--- src/rtl/counter_poller_pkg.sv ---
`default_nettype none
// =============================================================================
// counter_poller_pkg : shared types, constants and wrap-delta helper
// Rev 1.0
// =============================================================================
package counter_poller_pkg;

    typedef enum logic [2:0] {
        PRIME  = 3'd0,
        DRIVE  = 3'd1,
        SAMPLE = 3'd2,
        UPDATE = 3'd3,
        WAIT   = 3'd4
    } state_e;

    localparam int         NC         = 4;
    localparam logic [7:0] OVF_THRESH = 8'd96;

    // Modulo-256 difference reinterpreted as a signed step of -128..+127.
    function automatic logic signed [7:0] wrap_delta(input logic [7:0] cur,
                                                     input logic [7:0] prev);
        return signed'(cur - prev);
    endfunction

endpackage
`default_nettype wire

--- src/rtl/counter_poller_unwrap.sv ---
`default_nettype none
// =============================================================================
// counter_poller_unwrap : 8-bit count to POS_W-bit position unwrap datapath
// Optional magnitude check: COUNTER_POLLER_OVF_EN.  Rev 1.0
// =============================================================================
module counter_poller_unwrap
    import counter_poller_pkg::*;
#(
    parameter int POS_W = 16
) (
    input  logic [7:0]        countin,
    input  logic [7:0]        last,
    input  logic [POS_W-1:0]  pos,
    output logic [POS_W-1:0]  pos_new,
    output logic signed [7:0] delta,
    output logic              over
);

    assign delta   = wrap_delta(countin, last);
    assign pos_new = pos + {{(POS_W-8){delta[7]}}, delta};

`ifdef COUNTER_POLLER_OVF_EN
    logic [7:0] w_mag;
    // -128 maps to 8'h80, which still compares correctly as unsigned 128.
    assign w_mag = delta[7] ? (~delta + 8'd1) : delta;
    assign over  = (w_mag >= OVF_THRESH);
`else
    assign over = 1'b0;
`endif

endmodule
`default_nettype wire

--- src/rtl/counter_poller.sv ---
`default_nettype none
// =============================================================================
// counter_poller : round-robin encoder counter reader with position unwrap
// and host snapshot handshake. Optional flags: COUNTER_POLLER_OVF_EN. Rev 1.0
// =============================================================================
module counter_poller
    import counter_poller_pkg::*;
#(
    parameter int POLL_DIV = 16,
    parameter int POS_W    = 16
) (
    input  logic             clk,
    input  logic             rst,
    output logic             oe,
    output logic [1:0]       sel,
    input  logic [7:0]       countin,
    input  logic             latch_req,
    output logic             latch_ack,
    input  logic [1:0]       rd_sel,
    output logic [POS_W-1:0] rd_data,
    output logic             busy,
    output logic [3:0]       ovf
);

    localparam int              WAIT_W      = (POLL_DIV > 1) ? $clog2(POLL_DIV) : 1;
    localparam logic [WAIT_W-1:0] C_WAIT_LOAD = WAIT_W'(POLL_DIV - 1);

    state_e                       r_state;
    logic [1:0]                   r_ch;
    logic [7:0]                   r_cap;
    logic                         r_prime_round;
    logic                         r_pending;
    logic                         r_snap_round;
    logic                         r_ack;
    logic [WAIT_W-1:0]            r_wait_cnt;
    logic [NC-1:0][POS_W-1:0]     r_pos;
    logic [NC-1:0][POS_W-1:0]     r_snap;
    logic [NC-1:0][7:0]           r_last;
    logic [POS_W-1:0]             r_rd_data;

    logic [POS_W-1:0]             w_pos_new;
    logic signed [7:0]            w_delta;
    logic                         w_over;
    logic                         w_update;
    logic                         w_round_end;
    logic                         w_req;

    assign w_update    = (r_state == UPDATE);
    assign w_round_end = w_update && (r_ch == 2'd3);
    assign w_req       = r_pending | latch_req;

    counter_poller_unwrap #(
        .POS_W (POS_W)
    ) u_unwrap (
        .countin (r_cap),
        .last    (r_last[r_ch]),
        .pos     (r_pos[r_ch]),
        .pos_new (w_pos_new),
        .delta   (w_delta),
        .over    (w_over)
    );

    always_ff @(posedge clk) begin
        if (rst) begin
            r_state       <= PRIME;
            r_ch          <= 2'd0;
            r_cap         <= 8'd0;
            r_prime_round <= 1'b0;
            r_pending     <= 1'b0;
            r_snap_round  <= 1'b0;
            r_ack         <= 1'b0;
            r_wait_cnt    <= '0;
        end else begin
            r_ack <= 1'b0;
            if (latch_req) r_pending <= 1'b1;
            case (r_state)
                PRIME: begin
                    r_state       <= DRIVE;
                    r_ch          <= 2'd0;
                    r_prime_round <= 1'b1;
                end
                DRIVE:  r_state <= SAMPLE;
                SAMPLE: begin
                    r_state <= UPDATE;
                    r_cap   <= countin;
                end
                UPDATE: begin
                    if (r_ch != 2'd3) begin
                        r_ch    <= r_ch + 2'd1;
                        r_state <= DRIVE;
                    end else begin
                        r_ch          <= 2'd0;
                        r_prime_round <= 1'b0;
                        r_snap_round  <= 1'b0;
                        if (r_snap_round) begin
                            r_ack      <= 1'b1;
                            r_state    <= WAIT;
                            r_wait_cnt <= C_WAIT_LOAD;
                        end else if (w_req) begin
                            // The request is consumed into the round that serves it.
                            r_state      <= DRIVE;
                            r_snap_round <= 1'b1;
                            r_pending    <= 1'b0;
                        end else begin
                            r_state    <= WAIT;
                            r_wait_cnt <= C_WAIT_LOAD;
                        end
                    end
                end
                WAIT: begin
                    if (w_req || (r_wait_cnt == '0)) begin
                        r_state      <= DRIVE;
                        r_snap_round <= w_req;
                        r_pending    <= 1'b0;
                    end else begin
                        r_wait_cnt <= r_wait_cnt - WAIT_W'(1);
                    end
                end
                default: r_state <= PRIME;
            endcase
        end
    end

    always_ff @(posedge clk) begin
        if (rst) begin
            r_pos  <= '0;
            r_last <= '0;
            r_snap <= '0;
        end else begin
            for (int i = 0; i < NC; i++) begin
                if (w_update && (r_ch == i[1:0])) begin
                    r_last[i] <= r_cap;
                    if (!r_prime_round) r_pos[i] <= w_pos_new;
                end
                // Channel 3 is updating this cycle, so take its post-update value.
                if (w_round_end && r_snap_round)
                    r_snap[i] <= (r_ch == i[1:0]) ? w_pos_new : r_pos[i];
            end
        end
    end

    always_ff @(posedge clk) begin
        if (rst) r_rd_data <= '0;
        else     r_rd_data <= r_snap[rd_sel];
    end

`ifdef COUNTER_POLLER_OVF_EN
    logic [NC-1:0] r_ovf;
    logic [NC-1:0] w_ovf_set;

    assign w_ovf_set = (w_update && !r_prime_round && w_over) ? (NC'(1) << r_ch) : '0;

    always_ff @(posedge clk) begin
        if (rst) r_ovf <= '0;
        else     r_ovf <= (r_ovf & {NC{~r_ack}}) | w_ovf_set;
    end

    assign ovf = r_ovf;
`else
    logic w_unused_over;
    assign w_unused_over = w_over;
    assign ovf           = 4'b0000;
`endif

    logic w_unused_delta;
    assign w_unused_delta = ^w_delta;

    assign oe        = (r_state == DRIVE) || (r_state == SAMPLE);
    assign sel       = r_ch;
    assign busy      = (r_state == DRIVE) || (r_state == SAMPLE) || (r_state == UPDATE);
    assign latch_ack = r_ack;
    assign rd_data   = r_rd_data;

endmodule
`default_nettype wire

--- config.mk ---
export PLATFORM = sky130hd
export DESIGN_NAME = counter_poller
export DESIGN_NICKNAME = d
export VERILOG_FILES = /design/src/rtl/counter_poller_pkg.sv /design/src/rtl/counter_poller_unwrap.sv /design/src/rtl/counter_poller.sv
export SDC_FILE = /design/constraint.sdc
export NUM_CORES = 1
export LEC_CHECK = 0
export BUFFER_PORTS_ARGS = -buffer_cell sky130_fd_sc_hd__clkbuf_2
export CORE_MARGIN = 2
export CORE_UTILIZATION = 31
export DETAILED_ROUTE_END_ITERATION = 8
export SLEW_MARGIN = 15
export SYNTH_ARGS = -nofsm -noshare
export SYNTH_HDL_FRONTEND = slang
export SYNTH_SLANG_ARGS = --single-unit
--- constraint.sdc ---
create_clock -name clk -period 4.65 [get_ports clk]
set_input_delay 0.2325 -clock clk [delete_from_list [all_inputs] [get_ports clk]]
set_output_delay 0.2325 -clock clk [all_outputs]
set_load 0.02 [all_outputs]
# --- After elaboration in Yosys (flattened, before gate mapping) ---
# Cells that the tools add are included.
word_totals:
  regBits: 197
  out_inout_bits: 25
  elab_cells: 99
classes:
  magnitude_cmp: 2
  addsub: 4
  muxes: 36
  eq_ne: 12
  n_bitwise: 3
  n_reduce_logical: 21
ops:
  columns: ["operator", "n"]
  rows:
  - ["16-bit two-way mux", 6]
  - ["16-bit binary-select mux with 2-bit select", 2]
  - ["16-bit adder", 1]
  - ["8-bit binary-select mux with 2-bit select", 1]
  - ["4-bit two-way mux", 4]
  - ["3-bit case mux with 5 select lines", 1]
  - ["3-bit two-way mux", 4]
  - ["1-bit two-way mux", 11]
  - ["2-bit AND reduction", 5]
  - ["8-bit two-way mux", 1]
  - ["2-bit != test, second input constant", 4]
  - ["4-bit case mux with 2 select lines", 1]
  - ["8-bit subtractor", 1]
  - ["3-bit by 2-bit == test with 1-bit output, second input constant", 2]
  - ["2-bit by 3-bit less-than comparator with 1-bit output, second input constant", 2]
  - ["1-bit case mux with 2 select lines", 3]
  - ["1-bit logical AND", 5]
  - ["2-bit == test, second input constant", 2]
  - ["4-bit logical NOT", 1]
  - ["2-bit case mux with 2 select lines", 1]
  - ["4-bit AND reduction", 1]
  - ["2-bit nonzero test", 2]
  - ["4-bit by 1-bit subtractor with 4-bit output, second input constant", 1]
  - ["3-bit by 1-bit == test with 1-bit output, second input constant", 1]
  - ["12 further kinds", 15]

# --- Longest topological paths before layout ---
logic_depth:
  ltp_word: 5
  ltp_mapped: 21
  depth_no_buf: 19

# --- Hierarchy ---
# From an unflattened synthesis, not the netlist that was laid out.
hier_totals:
  hier_cells: 1064
  hier_area_um2: 9482.8
modules_own_cells:
  columns: ["module", "cells_per_inst", "seq_area_each_um2", "area_per_inst_um2", "n_inst"]
  rows:
  - ["counter_poller", 926, 3943.8, 8441.8, 1]
  - ["counter_poller_unwrap", 138, 0.0, 1041.0, 1]

# --- Worst setup path after synthesis ---
# OpenSTA, ideal clock, no wires.
synth_timing:
  path_kind: "register to register"
  startpoint: "register r_ch[0] (netlist: sel[0])"
  endpoint: "register r_snap[15] (netlist name)"
  required_time_ns: 4.533
  setup_slack_ns: -0.657
  n_path_buf: 4
  path_stages_with_launch: 21
  arrival_ns: 5.190
  cell_sequence: "dfxtp_1 > buf_6 > buf_1 > mux4_2 > inv_1 > ha_1 > nor2b_1 > o2111ai_1 > a21oi_1 > o21ai_1 > and2_1 > buf_2 > buf_6 > ha_1 > a21o_1 > or4_1 > and4_4 > a2111oi_4 > a221oi_2 > mux2_2 > a32o_1"
synth_between:
  elab_chain_len: 5
synth_lines:
  columns: ["element", "line_no", "source"]
  rows:
  - ["start, declared", "counter_poller.sv:29", "logic [1:0] r_ch;"]
  - ["start signal, assigned", "counter_poller.sv:89", "r_ch <= r_ch + 2'd1;"]
  - ["8-bit binary-select mux with 2-bit select", "counter_poller.sv:56", ".last (r_last[r_ch]),"]
  - ["8-bit two-way mux (implied by the code)", "counter_poller.sv:56", null]
  - ["8-bit subtractor", "counter_poller_pkg.sv:22", "return signed'(cur - prev);"]
  - ["16-bit adder", "counter_poller_unwrap.sv:20", "assign pos_new = pos + {{(POS_W-8){delta[7]}}, delta};"]
  - ["16-bit two-way mux", "counter_poller.sv:137", "r_snap[i] <= (r_ch == i[1:0]) ? w_pos_new : r_pos[i];"]
  - ["end signal, assigned by index", "counter_poller.sv:137", null]
  - ["end, declared", "counter_poller.sv:37", "logic [NC-1:0][POS_W-1:0] r_snap;"]
# Parallel ways exist; a longest one is shown, timed or not. The select of a mux whose other input is x is not followed.
# A chain may end at the register's enable or synchronous reset.

# --- Final worst setup path ---
layout_timing:
  startpoint: "register r_ch[0] (netlist: sel[0])"
  endpoint: "register r_snap[31] (netlist name)"
# The elaborated chain is that of the path after synthesis.

==> metrics.txt <==
worst endpoint data arrival time 4760 ps; R2R depth 17; post-synthesis average cell area 8.99 sq um; sequential power share 0.427; Slew HR 0.307; Worst IR Drop VDD about 0.00023 V; total number of vias 7554; GRT Total Usage 0.152; synthesized cell area between 0.009 and 0.01 sq mm; clk_lat worst skew approximately 450 ps; hold slack final around 36 ps; PwrDens 373 mW/mm^2; CORE AREA 0.0304 sq mm; via/cell ratio 5.12; Antenna Nets Post-Route 0; synth warn 0; drt wl/cell 16.6 microns; Port Buffer Count 33; crit path kind reg -> reg; reg2reg start sel[0]$_SDFFE_PP0P_; Leak between 3 and 4 nW; count leader, synth dfxtp_1; Max clock buf depth 2; sequential fraction of the synthesis area 0.413; biggest area consumer among synthesized cells dfxtp_1; initial antenna violation count 0; Reg-to-Reg End r_snap[31]$_SDFFE_PP0P_; cell mode on critical path a21o_1; Reg clk slew, reported paths 70 ps; final hold vios 0; Fillers between 3k and 4k; Layout area overhead 13.5%; Sw Share 0.294; I/O pins 38; WP data required between 4000 and 5000 ps; GPL Wtd Cong about 0.8; Residual DRC 0; Die Y 179 microns; Critical Path Slowest Stage Cell mux4_2; CTS Buf Count 17; skew final approximately 22 ps; largest net degree at the start of global routing 89; Main synth FF type dfxtp_1; Critical Path End Type flip-flop; P_int 2.86 mW; critical path peak fanout 6; drt pass-1 iters 5; Setup Viol. Count Final 0; Critical path origin sel[0]$_SDFFE_PP0P_; final worst path period share 0.951; Final TNS setup 0 ps; Synth top area share 0.413; Post-synth ARST share 0; CP peak stage delay 520 ps; Psw ~1.2 mW; htree depth 4; Post-synth EDFFs 0; clk sink count 197; Post-Synthesis Cells 1062; Startpoint Class flip-flop; Worst setup endpoint r_snap[31]$_SDFFE_PP0P_; cell chain of the critical path mux4_2 > inv_2 > ha_1 > nor2b_1 > o2111ai_2 > a21o_1 > nand3_2 > and2_4 > buf_4 > ha_4 > a21o_1 > or4_4 > and4_4 > a2111oi_4 > a221oi_2 > mux2_2 > a32o_1; share of layout cells above drive strength 1 0.158; Tightest Hold Check Type in -> reg; synth cell count leaders dfxtp_1 (197), nand2_1 (185), a21oi_1 (123); placed insts 1437; diode count 0; Final min period 4420 ps; Routed WL 24500 microns; achievable frequency 0.226 GHz; vias in the first global route 7228; combinational power share 0.180; HPWL after detailed placement 15900 microns; Final Max Tran Viols 0; Chip Width between 150 and 200 microns; run status finished clean; row cnt 64; Initial Util 0.314; synthesized flop and latch total just under 200; grt total ovfl 0; Synth cell types 60; Layout Nets 1106; setup repair after global routing missed its margin no; Total Die Area 0.0322 sq mm; reg2reg setup slack about 230 ps; main area contributors after synthesis dfxtp_1 (41%), mux4_2 (9.0%), nand2_1 (7.3%); clock share of power 0.392; TritonCTS clock tree built; pin slew with the least headroom to its limit 1040 ps; maxcap violations 0; Root Driver clkbuf_16; Iteration-0 DRC Markers 564; final non-filler cell total between 1k and 1.5k; global-route wire length before repair 39500 microns
[cell usage in the layout (no fill, tap or decap), drive strengths merged, types with 3 or more instances in the layout]
cell type / count
mux4: 40
nand3: 8
a211oi: 50
and2: 23
xnor2: 18
o21ai: 44
nand2b: 10
or2: 3
o211ai: 6
a32o: 3
o21a: 4
and3: 7
dfxtp: 197
clkbuf: 52
a31oi: 9
buf: 32
nor4b: 6
nand2: 185
nor2b: 4
xor2: 6
ha: 26
conb: 4
o21bai: 4
inv: 27
nor3: 6
clkinv: 3
nor2: 94
a21o: 8
mux2: 3
a21oi: 123
a2111oi: 3
mux2i: 41
[sequential cells by signal, summed over array words and instances, names as in the netlist, 2 cells and up]
name,cells
r_cap,8
r_last,32
r_pos,64
r_snap,64
r_state,3
r_wait_cnt,4
rd_data,16
sel,2
[power groups by stage]
stage	Combinational (mW)	Clock [mW]	Sequential (mW)
after floorplan	0.514	0	1.75
after global placement	0.670	0	1.77
after detailed placement	0.673	0	1.77
after CTS	0.677	1.62	1.73
after global routing	0.792	1.68	1.73
final	0.729	1.59	1.73
[how the worst min path moves through the flow]
| stage | slack (ps) | to | start | cells after the start |
|---|---|---|---|---|
| floorplan | 380 | r_cap[0]$_SDFFE_PP0P_ | countin[0] | 2 |
| global placement | 440 | r_pos[60]$_SDFFE_PP0P_ | r_pos[60]$_SDFFE_PP0P_ | 2 |
| detailed placement | 440 | r_snap[1]$_SDFFE_PP0P_ | r_snap[1]$_SDFFE_PP0P_ | 2 |
| CTS | 20 | r_cap[2]$_SDFFE_PP0P_ | countin[2] | 3 |
| global route | 50 | r_cap[2]$_SDFFE_PP0P_ | countin[2] | 3 |
| finish | 40 | r_cap[2]$_SDFFE_PP0P_ | countin[2] | 3 |
[layer usage]
metal / global-route usage / wire length (microns) / vias to the layer above
li1: - / - / 3746
met1: 0.203 / 11500 / 3653
met2: 0.256 / 11800 / 132
met3: 0.0241 / 903 / 23
met4: 0.0426 / 298 / 0
met5: 0 / 0 / -
[critical path, delay by kind of cell, from the launching register on]
family / cells / cell delay, ps
AO/OA/AOI/OAI: 6 / 1330
adder cells (fa/ha/maj): 2 / 460
buffers and inverters: 2 / 230
flip-flops: 1 / 410
multiplexers: 2 / 820
AND/OR/NAND/NOR: 5 / 1070
[kinds of logic (layout without fill, tap and decap cells)]
logic type,after synthesis,count (layout),synth area share
xor+xnor,26,26,0.0288
fa+ha+maj,28,28,0.0383
buf+inv,104,117,0.0451
compound gates,271,271,0.175
simple gates,351,351,0.157
flops,197,197,0.413
mux,84,84,0.142
other cells,1,4,0.000393
[layout make-up]
class | instances | area [sq um] | area share
sequential | 197 | 3950 | 0.364
inverter | 21 | 78.8 | 0.00728
tap | 396 | 495 | 0.0457
timing repair buffer | 64 | 404 | 0.0373
multi-input combinational | 764 | 5280 | 0.487
clock buffer | 20 | 468 | 0.0432
clock inverter | 12 | 159 | 0.0147
[timing repair]
item,4_1_cts,5_1_grt
buffers inserted,0,5
hold buffers,0,0
endpoints found under the hold margin,0,0
gates resized for setup,0,20
endpoints found under the setup margin,0,47
[stage by stage]
step	power [mW]	util	setup slack, ps	instance area (sq um)
after floorplan	2.27	-	57.2	9610
after global placement	2.44	0.332	134	10100
after detailed placement	2.44	0.332	67.3	10100
after CTS	4.03	0.352	22.1	10700
after global routing	4.21	0.356	8.56	10800
final	4.04	0.356	229	10800
Note: power is estimated with default switching activity, not from simulation.
